$ cat config.mk
export PLATFORM = sky130hd
export DESIGN_NAME = mario_sprite_ctrl_flat
export DESIGN_NICKNAME = d
export VERILOG_FILES = /design/src/rtl/mario_sprite_ctrl_if.sv /design/src/rtl/mario_sprite_ctrl.sv /design/src/flat_wrapper.sv
export SDC_FILE = /design/constraint.sdc
export NUM_CORES = 1
export LEC_CHECK = 0
export BUFFER_PORTS_ARGS = -buffer_cell sky130_fd_sc_hd__buf_2
export CAP_MARGIN = 20
export CORE_ASPECT_RATIO = 0.8
export CORE_UTILIZATION = 40
export CTS_CLUSTER_DIAMETER = 100
export CTS_CLUSTER_SIZE = 25
export DETAILED_ROUTE_END_ITERATION = 6
export GPL_TIMING_DRIVEN = 0
export HOLD_SLACK_MARGIN = 0.03
export PLACE_DENSITY = 0.67
export SYNTH_ARGS = -nofsm -noshare
export SYNTH_HDL_FRONTEND = slang
export SYNTH_SLANG_ARGS = --single-unit
$ cat constraint.sdc
create_clock -name Clk -period 1.9 [get_ports Clk]
set_input_delay 0.19 -clock Clk [delete_from_list [all_inputs] [get_ports Clk]]
set_output_delay 0.19 -clock Clk [all_outputs]
set_load 0.03 [all_outputs]
$ cat src/rtl/mario_sprite_ctrl_if.sv
// mario_sprite_ctrl_if: motion inputs, scan position, ROM port and pixel outputs of the Mario sprite controller.
interface mario_sprite_ctrl_if;
   logic        frame_tick;
   logic        move_left;
   logic        move_right;
   logic        airborne;
   logic [9:0]  MarioX;
   logic [9:0]  MarioY;
   logic [9:0]  DrawX;
   logic [9:0]  DrawY;
   logic [10:0] rom_addr;
   logic [23:0] rom_data;
   logic        sprite_on;
   logic [23:0] sprite_rgb;
   logic [2:0]  frame_idx;
   modport master (
      output frame_tick, move_left, move_right, airborne, MarioX, MarioY, DrawX, DrawY, rom_data,
      input  rom_addr, sprite_on, sprite_rgb, frame_idx
   );
   modport slave (
      input  frame_tick, move_left, move_right, airborne, MarioX, MarioY, DrawX, DrawY, rom_data,
      output rom_addr, sprite_on, sprite_rgb, frame_idx
   );
endinterface

$ cat src/rtl/mario_sprite_ctrl.sv
// mario_sprite_ctrl: per-frame motion/animation sequencer and 3-stage sprite ROM pixel fetch.
module mario_sprite_ctrl #(
   parameter int unsigned ANI_DIV     = 6,
   parameter logic [23:0] TRANSPARENT = 24'hFF00FF
) (
   input logic Clk,
   input logic Reset_n,
   mario_sprite_ctrl_if.slave bus
);
   typedef enum logic [1:0] {STAND, WALK, JUMP} state_t;
   state_t      state_q, state_d;
   logic        facing_q, facing_d;
   logic [1:0]  walk_q, walk_d;
   logic [3:0]  div_q, div_d;
   logic [2:0]  frame_q, frame_d;
   logic [10:0] addr_q, addr_d;
   logic        in_d1_q, in_d2_q, on_q;
   logic [23:0] rgb_q;
   logic        div_wrap, in_box, opaque;
   logic [3:0]  rel_x, rel_y, col;
   always_comb begin
      state_d  = bus.airborne ? JUMP : (bus.move_left ^ bus.move_right) ? WALK : STAND;
      div_wrap = div_q == 4'(ANI_DIV - 1);
      walk_d   = state_q != WALK ? 2'd1 : div_wrap ? (walk_q == 2'd3 ? 2'd1 : walk_q + 2'd1) : walk_q;
      div_d    = (state_q != WALK || div_wrap) ? 4'd0 : div_q + 4'd1;
      facing_d = (bus.move_left & ~bus.move_right) ? 1'b1 :
                 (bus.move_right & ~bus.move_left) ? 1'b0 : facing_q;
      frame_d  = state_d == JUMP ? 3'd4 : state_d == WALK ? {1'b0, walk_d} : 3'd0;
      // 11-bit bounds so a sprite near X=1023 cannot wrap its right edge
      in_box   = {1'b0, bus.DrawX} >= {1'b0, bus.MarioX} && {1'b0, bus.DrawX} < {1'b0, bus.MarioX} + 11'd16 &&
                 {1'b0, bus.DrawY} >= {1'b0, bus.MarioY} && {1'b0, bus.DrawY} < {1'b0, bus.MarioY} + 11'd16;
      rel_x    = bus.DrawX[3:0] - bus.MarioX[3:0];
      rel_y    = bus.DrawY[3:0] - bus.MarioY[3:0];
      col      = facing_q ? 4'd15 - rel_x : rel_x;
      addr_d   = in_box ? {frame_q, rel_y, col} : 11'd0;
      opaque   = in_d2_q && bus.rom_data != TRANSPARENT;
   end
   always_ff @(posedge Clk or negedge Reset_n) begin
      if (!Reset_n) begin
         state_q  <= STAND;
         facing_q <= 1'b0;
         walk_q   <= 2'd1;
         div_q    <= 4'd0;
         frame_q  <= 3'd0;
         addr_q   <= 11'd0;
         in_d1_q  <= 1'b0;
         in_d2_q  <= 1'b0;
         on_q     <= 1'b0;
         rgb_q    <= 24'd0;
      end else begin
         if (bus.frame_tick) begin
            state_q  <= state_d;
            facing_q <= facing_d;
            frame_q  <= frame_d;
            if (state_d == WALK) begin
               walk_q <= walk_d;
               div_q  <= div_d;
            end
         end
         addr_q  <= addr_d;
         in_d1_q <= in_box;
         in_d2_q <= in_d1_q;
         on_q    <= opaque;
         rgb_q   <= opaque ? bus.rom_data : 24'd0;
      end
   end
   assign bus.rom_addr   = addr_q;
   assign bus.sprite_on  = on_q;
   assign bus.sprite_rgb = rgb_q;
   assign bus.frame_idx  = frame_q;
endmodule

$ cat src/flat_wrapper.sv
// flat-port wrapper written by rule: the top's interface ports become plain ports
module mario_sprite_ctrl_flat 
#(
   parameter int unsigned ANI_DIV     = 6,
   parameter logic [23:0] TRANSPARENT = 24'hFF00FF
)
  (Clk, Reset_n, bus_frame_tick, bus_move_left, bus_move_right, bus_airborne, bus_MarioX, bus_MarioY, bus_DrawX, bus_DrawY, bus_rom_data, bus_rom_addr, bus_sprite_on, bus_sprite_rgb, bus_frame_idx);
  mario_sprite_ctrl_if bus_i ();
  input logic Clk;
  input logic Reset_n;
  input wire logic [$bits(bus_i.frame_tick)-1:0] bus_frame_tick;
  input wire logic [$bits(bus_i.move_left)-1:0] bus_move_left;
  input wire logic [$bits(bus_i.move_right)-1:0] bus_move_right;
  input wire logic [$bits(bus_i.airborne)-1:0] bus_airborne;
  input wire logic [$bits(bus_i.MarioX)-1:0] bus_MarioX;
  input wire logic [$bits(bus_i.MarioY)-1:0] bus_MarioY;
  input wire logic [$bits(bus_i.DrawX)-1:0] bus_DrawX;
  input wire logic [$bits(bus_i.DrawY)-1:0] bus_DrawY;
  input wire logic [$bits(bus_i.rom_data)-1:0] bus_rom_data;
  output wire logic [$bits(bus_i.rom_addr)-1:0] bus_rom_addr;
  output wire logic [$bits(bus_i.sprite_on)-1:0] bus_sprite_on;
  output wire logic [$bits(bus_i.sprite_rgb)-1:0] bus_sprite_rgb;
  output wire logic [$bits(bus_i.frame_idx)-1:0] bus_frame_idx;
  assign bus_i.frame_tick = bus_frame_tick;
  assign bus_i.move_left = bus_move_left;
  assign bus_i.move_right = bus_move_right;
  assign bus_i.airborne = bus_airborne;
  assign bus_i.MarioX = bus_MarioX;
  assign bus_i.MarioY = bus_MarioY;
  assign bus_i.DrawX = bus_DrawX;
  assign bus_i.DrawY = bus_DrawY;
  assign bus_i.rom_data = bus_rom_data;
  assign bus_rom_addr = bus_i.rom_addr;
  assign bus_sprite_on = bus_i.sprite_on;
  assign bus_sprite_rgb = bus_i.sprite_rgb;
  assign bus_frame_idx = bus_i.frame_idx;
  mario_sprite_ctrl #(.ANI_DIV(ANI_DIV), .TRANSPARENT(TRANSPARENT)) u_core (.Clk(Clk), .Reset_n(Reset_n), .bus(bus_i));
endmodule
== After elaboration in Yosys (flattened, before gate mapping) ==
Index checks and enable logic that the tools add are counted.
Cells by class
  $add $sub $neg: 7
  magnitude comparators: 4
  equal/unequal tests: 6
  muxes and demuxes: 13
  bitwise operators: 5
  reductions and logical operators: 8
Operators by type and width (count)
  2-to-1 mux 24 bit: 1
  inequality test 24 bit, second input constant: 1
  adder 10 x 5 -> 11 bit, second input constant: 2
  < comparator 10 x 11 -> 1 bit: 2
  >= comparator 10 bit: 2
  2-to-1 mux 11 bit: 1
  2-to-1 mux 2 bit: 5
  2-to-1 mux 4 bit: 2
  subtractor 4 bit: 2
  adder 4 x 1 -> 4 bit, second input constant: 1
  equality test 2 bit, second input constant: 2
  equality test 4 x 3 -> 1 bit, second input constant: 1
  logical AND 1 bit: 4
  AND reduction 2 bit: 2
  subtractor 4 bit, first input constant: 1
  2-to-1 mux 1 bit: 3
  2-to-1 mux 3 bit: 1
  adder 2 x 1 -> 2 bit, second input constant: 1
  AND 1 bit: 2
  equality test 2 x 1 -> 1 bit, second input constant: 1
  inequality test 2 x 1 -> 1 bit, second input constant: 1
  inverter 1 bit: 2
  nonzero test 2 bit: 1
  logical OR 1 bit: 1
  XOR 1 bit: 1
Word-level totals
  register bits: 50
  input port bits: 70
  output and inout bits: 39
  word-level logic and storage cells: 53

== Depth between registers and ports, before layout ==
Gate-level depths: netlist of the first run.
  depth after elaboration: 6
  depth in mapped cells: 10
  gate-level depth less buffers: 9

== Worst setup path after synthesis of the first run ==
Ideal clock, no wire load.
  path type: input to register
  start point: input bus_MarioX[7]
  end point: register u_core.addr_q[7] (netlist: u_core.bus.rom_addr[7])
  library setup time: 0.095 ns
  arrival: 1.860 ns
  data required time: 1.805 ns
  setup slack: -0.055 ns
  stages: 10
  buffers on the path: 1
  cell sequence: and3_1 -> nand3_1 -> xnor2_1 -> ha_1 -> a21oi_1 -> a32oi_1 -> a211oi_1 -> nand2_1 -> buf_4 -> nor4b_2
Between the ends
  cells in the longest elaborated chain, start to end: 6
  elaborated cells on any way between the ends: 7
  classes of those cells: 1 x add/sub; 2 x order compare; 1 x mux; 3 x reduce/logical
Ends and longest elaborated chain
  start: declaration: RTL line flat_wrapper.sv:15  | input wire logic [$bits(bus_i.MarioX)-1:0] bus_MarioX;
  adder 10 x 5 -> 11 bit: RTL line mario_sprite_ctrl.sv:30  | in_box = {1'b0, bus.DrawX} >= {1'b0, bus.MarioX} && {1'b0, bus.DrawX} < {1'b0, bus.MarioX} + 11'd16 &&
  < comparator 10 x 11 -> 1 bit: RTL line mario_sprite_ctrl.sv:30
  logical AND 1 bit * (2 in series): RTL line mario_sprite_ctrl.sv:30
  logical AND 1 bit *: RTL line mario_sprite_ctrl.sv:31  | {1'b0, bus.DrawY} >= {1'b0, bus.MarioY} && {1'b0, bus.DrawY} < {1'b0, bus.MarioY} + 11'd16;
  2-to-1 mux 11 bit *: RTL line mario_sprite_ctrl.sv:35  | addr_d = in_box ? {frame_q, rel_y, col} : 11'd0;
  net u_core.addr_d[7]: RTL line mario_sprite_ctrl.sv:16  | logic [10:0] addr_q, addr_d;
  end signal: assignment: RTL line mario_sprite_ctrl.sv:60  | addr_q <= addr_d;
  end: declaration: RTL line mario_sprite_ctrl.sv:16
The timed path passes the listed nets; every way through them passes the cells marked *.
A chain may end at the register's enable or synchronous reset.

== Worst setup path after layout of the first run ==
  start point: input bus_DrawY[0]
  end point: register u_core.addr_q[2] (netlist: u_core.bus.rom_addr[2])
Between the ends
  cells in the longest elaborated chain, start to end: 4
  elaborated cells on any way between the ends: 5
  classes of those cells: 2 x order compare; 1 x mux; 2 x reduce/logical
Ends and longest elaborated chain
  start: declaration: RTL line flat_wrapper.sv:18  | input wire logic [$bits(bus_i.DrawY)-1:0] bus_DrawY;
  >= comparator 10 bit: RTL line mario_sprite_ctrl.sv:31
  logical AND 1 bit: RTL line mario_sprite_ctrl.sv:30
  logical AND 1 bit *: RTL line mario_sprite_ctrl.sv:31
  2-to-1 mux 11 bit *: RTL line mario_sprite_ctrl.sv:35
  net u_core.addr_d[2]: RTL line mario_sprite_ctrl.sv:16
Marked as above.

==> results of run 1 <==
worst register-to-register path, stage by stage (launching register included):
cell and delay (ns):
dfrtp_1 0.43, ha_1 0.21, nand3b_1 0.21, nand2_1 0.14, or2_2 0.32, o31ai_1 0.19
how the worst min path moves through the flow:
stage	cells past startpoint	endpoint
final	2	u_core.bus.sprite_rgb[13]
after global routing	2	u_core.bus.sprite_rgb[16]
after CTS	2	u_core.bus.sprite_rgb[13]
after detailed placement	0	u_core.in_d2_q
after global placement	0	u_core.in_d2_q
after floorplan	0	u_core.bus.frame_idx[0]
layout make-up:
| class | instances | area share, % |
|---|---|---|
| plain buffers | 7 | 1.737 |
| clock buffers | 5 | 1.676 |
| clock inverters | 3 | 1.067 |
| inverters | 36 | 3.292 |
| multi-input cells | 198 | 42.55 |
| flip-flops and latches | 50 | 30.51 |
| well taps | 87 | 2.652 |
| repair buffers | 116 | 16.52 |
placed cells by master (no fill, tap or decap), types with 8 or more instances in the layout:
cell type    n
a21oi_1     11
and2_1      24
buf_2      104
dfrtp_1     49
ha_1        36
inv_1       36
nand2_1     15
nand3_1     13
nor4_4       8
o21ai_0     11
xnor2_1     12
power groups by stage:
stage               clock [mW]  sequential (mW)  combinational [mW]
CTS                      0.778             1.12               0.622
global route             0.822             1.12               0.842
finish                   0.755             1.12               0.759
global placement             0             1.14               0.597
floorplan                    0             1.18               0.347
detailed placement           0             1.14               0.609
sequential cells by signal, summed over array words and instances (netlist names):
| name | flops |
|---|---|
| u_core.bus.frame_idx | 3 |
| u_core.in_d2_q | 1 |
| u_core.bus.sprite_on | 1 |
| u_core.state_q | 2 |
| u_core.bus.rom_addr | 11 |
| u_core.walk_q | 2 |
| u_core.bus.sprite_rgb | 24 |
| u_core.in_d1_q | 1 |
| u_core.div_q | 4 |
| u_core.facing_q | 1 |
kinds of logic (layout without fill, tap and decap cells):
group           Yosys count  in the layout  synth area share (%)
mux                       1              1                0.3773
compound gates           47             47                 9.811
buf+inv                  43            167                 5.954
simple gates             94             94                 19.92
fa+ha+maj                40             40                 17.27
flops                    50             50                 41.97
xor+xnor                 16             16                 4.696
through the flow:
| stage | cell area [sq um] | std cells | total power [mW] | utilization, % |
|---|---|---|---|---|
| 6_report | 4105 | 502 | 2.631 | 58.14 |
| 3_3_place_gp | 3645 | 486 | 1.735 | 51.62 |
| 2_1_floorplan | 2995 | 291 | 1.531 | - |
| 4_1_cts | 3779 | 495 | 2.518 | 53.52 |
| 3_5_place_dp | 3645 | 486 | 1.748 | 51.62 |
| 5_1_grt | 4105 | 502 | 2.786 | 58.14 |
routing by layer:
metal | track usage [%] | share of wire [%] | vias to the layer above
met5 | 0 | 0 | -
met4 | 4.478 | 0.93 | 0
met1 | 21.79 | 46 | 1154
met3 | 3.961 | 5.3 | 6
met2 | 28.87 | 47 | 71
li1 | - | - | 1266
repair_timing:
item,4_1_cts,5_1_grt
buffers inserted,1,3
hold endpoints to repair,0,21
gates resized for setup,2,41
cloned,0,2
pin swaps,1,23
endpoints found under the setup margin,2,11
hold buffers,0,1
==> flow_metrics.env, run 1 <==
export IMPL_status="finished, final reports clean"
export IMPL_netlist_area_sq_um=2984
export IMPL_grt_antenna_before_repair=0
export IMPL_cp_num_buf_inv=4
export IMPL_clk_pin_slew_ns=0.09
export IMPL_hold_ws_ns=0.09538
export IMPL_max_stage_delay_ns=0.54
export IMPL_critPathKind="in -> reg"
export IMPL_syn_inst=291
export IMPL_grt_pass1_vias=2394
export IMPL_fin_crit_sh_pct=98.76
export IMPL_yosys_top_cells_area="dfrtp_1 41%, ha_1 16%, and2_1 5.0%, inv_1 4.5%, xnor2_1 3.8%"
export IMPL_coreArea_sq_um=7061
export IMPL_die_x_um=98.57
export IMPL_skew_ns=0.001877
export IMPL_worstPathArrival_ns=2.07
export IMPL_first_pass_iters=4
export IMPL_path_cells="buf_2 > inv_1 > ha_1 > inv_1 > fa_2 > a21oi_1 > nor2_1 > or4b_4 > o21ai_4 > clkbuf_16 > nor4_4"
export IMPL_worst_slack_ns=0.02363
export IMPL_ff_latch_area_sq_um=1252
export IMPL_r2r_cells=5
export IMPL_slowest_stage="or4b_4"
export IMPL_fp_row_count=27
export IMPL_ys_ff_latch=50
export IMPL_fmax_ghz=0.5329
export IMPL_synthDistinctLibCells=43
export IMPL_wirelength_mm=6.649
export IMPL_vias=2497
export IMPL_tightestPinTransition_ns=0.4994
export IMPL_clockBufferDepth=2
export IMPL_post_drt_wl_per_cell_um=13.25
export IMPL_slew_viol_final=0
export IMPL_r2r_start="u_core.div_q[0]"
export IMPL_synth_most_common_cell="dfrtp_1"
export IMPL_synth_area_per_cell_sq_um=10.25
export IMPL_synth_yosys_seq_area_share_pct=41.97
export IMPL_vias_per_cell=4.974
export IMPL_relSlewSlack_pct=66.70
export IMPL_ys_flop_type="dfrtp_1"
export IMPL_drtAntennaViolNets=0
export IMPL_p_leak_nw=2.168
export IMPL_ioPinCount=109
export IMPL_dp_hpwl_mm=5.157
export IMPL_initial_core_util_pct=42.26
export IMPL_syn_num_nets=401
export IMPL_cp_start_kind="input pin"
export IMPL_cp_num_cells=11
export IMPL_cts_max_level=2
export IMPL_intPower_mw=1.833
export IMPL_cp_max_fo=5
export IMPL_cp_common_cell="inv_1"
export IMPL_synth_top_area_share_pct=41.09
export IMPL_cts_tree="built"
export IMPL_cts_buffers=5
export IMPL_vdd_drop_max_mv=0.2536
export IMPL_cap_violations=0
export IMPL_grt_util_all_layers_pct=16.98
export IMPL_hold_viol=0
export IMPL_min_period_ns=1.876
export IMPL_clkSinkCount=50
export IMPL_diodes=0
export IMPL_die_h_um=79.26
export IMPL_r2r_end="u_core.div_q[3]"
export IMPL_reg2reg_slack_ns=0.31
export IMPL_yosysWarningCount=0
export IMPL_port_buffers=108
export IMPL_die_area_sq_um=7812
export IMPL_drive_gt1_share_pct=38.07
export IMPL_min_path_type="in -> reg"
export IMPL_setup_viol=0
export IMPL_root_buffer="clkbuf_8"
export IMPL_ys_top_cells_by_count="49 x dfrtp_1, 38 x ha_1, 36 x inv_1"
export IMPL_swShare_pct=30.33
export IMPL_grt_first_pass_wirelength_mm=10.59
export IMPL_power_density_nw_per_um2=641.0
export IMPL_setup_tns_final_ns=0
export IMPL_drc=0
export IMPL_nets=524
export IMPL_fill_cells=644
export IMPL_post_place_ws_ns=-0.3985
export IMPL_hold_path_startpoint="bus_rom_data[13]"
export IMPL_worstSkewPairLatency_ns=0.30
export IMPL_area_growth_pct=37.57
export IMPL_cp_data_required_time_ns=2.09
export IMPL_critPathCapture="u_core.bus.rom_addr[2]"
export IMPL_gp_congestion=0.7952
export IMPL_critPathTopFamily="simple AND/OR/NAND/NOR gates"
export IMPL_p_comb_share_pct=28.8
export IMPL_async_reset_ff_share_pct=100.0
export IMPL_synth_edf_count=0
export IMPL_yosysTopAreaCell="dfrtp_1"
export IMPL_switchingPower_mw=0.7980
export IMPL_grt_max_degree=51
export IMPL_endpoint_kind="register"
export IMPL_seq_power_share_pct=42.5
export IMPL_multiInputGateArea_sq_um=1747
export IMPL_drtIter0Drc=90
export IMPL_power_frac_clock_pct=28.7
export IMPL_cp_startpoint="bus_DrawY[0]"
export IMPL_grt_overflow=0
No activity file was read; power rests on OpenSTA's default activity.
==> run 2, diff against run 1 <==
- SETUP_SLACK_MARGIN: default -> 0.4
==> flow_metrics.env, run 2 (synthesis gave the netlist of run 1 again) <==
export IMPL_status="finished, final reports clean"
export IMPL_p_comb_share_pct=34.5
export IMPL_coreArea_sq_um=7061
export IMPL_drc=0
export IMPL_die_area_sq_um=7812
export IMPL_cts_tree="built"
export IMPL_grt_overflow=0
export IMPL_multiInputGateArea_sq_um=1963
export IMPL_ff_latch_area_sq_um=1252
export IMPL_port_buffers=108
export IMPL_skew_ns=0.005809
export IMPL_intPower_mw=1.782
export IMPL_drtAntennaViolNets=0
export IMPL_nets=542
export IMPL_min_period_ns=1.772
export IMPL_tightestPinTransition_ns=0.4118
export IMPL_largest_reg_flops=24
export IMPL_rsz0062_at_grt="true"
export IMPL_cts_buffers=5
export IMPL_worstPathArrival_ns=1.98
export IMPL_min_path_type="in -> reg"
export IMPL_first_pass_iters=5
export IMPL_r2r_cells=7
export IMPL_worstSkewPairLatency_ns=0.30
export IMPL_ioPinCount=109
export IMPL_cp_start_kind="input pin"
export IMPL_seq_power_share_pct=42.7
export IMPL_fin_crit_sh_pct=93.25
export IMPL_vdd_drop_max_mv=0.3029
export IMPL_critPathKind="in -> reg"
export IMPL_fmax_ghz=0.5644
export IMPL_post_drt_wl_per_cell_um=14.88
export IMPL_die_x_um=98.57
export IMPL_fp_row_count=27
export IMPL_swShare_pct=31.92
export IMPL_die_h_um=79.26
export IMPL_drive_gt1_share_pct=46.65
export IMPL_setup_viol=0
export IMPL_clockBufferDepth=2
export IMPL_grt_max_degree=51
export IMPL_grt_util_all_layers_pct=19.31
export IMPL_wirelength_mm=7.737
export IMPL_cap_violations=0
export IMPL_cts_max_level=2
export IMPL_slew_viol_final=0
export IMPL_p_leak_nw=2.284
export IMPL_initial_core_util_pct=42.26
export IMPL_endpoint_kind="register"
export IMPL_root_buffer="clkbuf_8"
export IMPL_vias_per_cell=5.148
export IMPL_setup_tns_final_ns=0
export IMPL_grt_antenna_before_repair=0
export IMPL_gp_congestion=0.8461
export IMPL_utilization_pct=63.87
export IMPL_area_growth_pct=51.11
export IMPL_grt_first_pass_wirelength_mm=11.95
export IMPL_mostFrequentLayoutCells="98 x buf_2, 49 x dfrtp_1, 34 x inv_1, 29 x ha_1, 24 x and2_1"
export IMPL_dp_hpwl_mm=5.288
export IMPL_clkSinkCount=50
export IMPL_switchingPower_mw=0.8352
export IMPL_diodes=0
export IMPL_cp_max_fo=5
export IMPL_hold_path_depth=2
export IMPL_power_density_nw_per_um2=580.3
export IMPL_hold_viol=0
export IMPL_final_common_cell="buf_2"
export IMPL_grt_pass1_vias=2625
export IMPL_clk_pin_slew_ns=0.09
export IMPL_relSlewSlack_pct=72.55
export IMPL_fill_cells=555
export IMPL_drtIter0Drc=81
export IMPL_power_frac_clock_pct=22.8
export IMPL_cp_data_required_time_ns=2.11
export IMPL_vias=2677
## run 2: timing repair
action	CTS	global route
hold endpoints to repair	0	13
endpoints found under the setup margin	34	32
setup buffers	12	9
pin swaps	18	24
gates resized for setup	50	38
hold buffers	0	1
gates cloned	3	0
## run 2: layout make-up
type                    count  share of cell area [%]
multi-input cells         198                   43.53
clock buffers               6                   1.609
well taps                  87                   2.414
clock inverters             2                  0.3330
flip-flops and latches     50                   27.77
repair buffers            134                   19.67
inverters                  36                   3.274
plain buffers               7                   1.387
## run 2: final timing paths
| check | startpoint | end | slack, ns |
|---|---|---|---|
| setup / recovery | bus_MarioY[7] | u_core.bus.rom_addr[7] | 0.13 |
| hold / removal | bus_rom_data[4] | u_core.bus.sprite_rgb[4] | 0.11 |
| setup reg to reg | u_core.div_q[1] | u_core.div_q[3] | 0.46 |
| hold reg to reg | u_core.in_d1_q | u_core.in_d2_q | 0.37 |
| max in group asynchronous | Reset_n | u_core.walk_q[0] | 1.02 |
| min in group asynchronous | Reset_n | u_core.bus.sprite_rgb[1] | 0.33 |
## run 2: critical path, stage by stage
cell and delay [ns]:
buf_8 0.08, and3_4 0.20, nand3_4 0.09, xnor2_4 0.19
ha_4 0.23, a21oi_2 0.11, nand2_1 0.07, a211oi_2 0.25
nand2_2 0.15, buf_8 0.18, nor4b_2 0.23
## run 2: power groups by stage
| stage | Clock [mW] | Combinational, mW | Sequential, mW |
|---|---|---|---|
| floorplan | 0 | 0.360 | 1.18 |
| global placement | 0 | 0.623 | 1.14 |
| detailed placement | 0 | 0.632 | 1.14 |
| CTS | 0.618 | 0.780 | 1.12 |
| global route | 0.647 | 0.981 | 1.12 |
| finish | 0.596 | 0.904 | 1.12 |
## run 2: routing by layer
layer	share of wire, %	track usage, %	up-vias
li1	-	-	1300
met1	44	24.04	1261
met2	49	34.30	99
met3	4.5	3.345	17
met4	2.3	6.119	0
met5	0	0	-
## run 2: stage by stage
stage | hold WS, ns | cells | area (sq um) | total power [mW] | setup WS [ns]
after floorplan | -0.1056 | 291 | 3060 | 1.544 | 0.07282
after global placement | 0.3320 | 486 | 3710 | 1.760 | -0.3200
after detailed placement | 0.3364 | 486 | 3710 | 1.770 | -0.3249
after CTS | 0.09826 | 509 | 4173 | 2.515 | 0.07658
after global routing | 0.1038 | 520 | 4509 | 2.748 | 0.03428
final | 0.1103 | 520 | 4509 | 2.617 | 0.1282
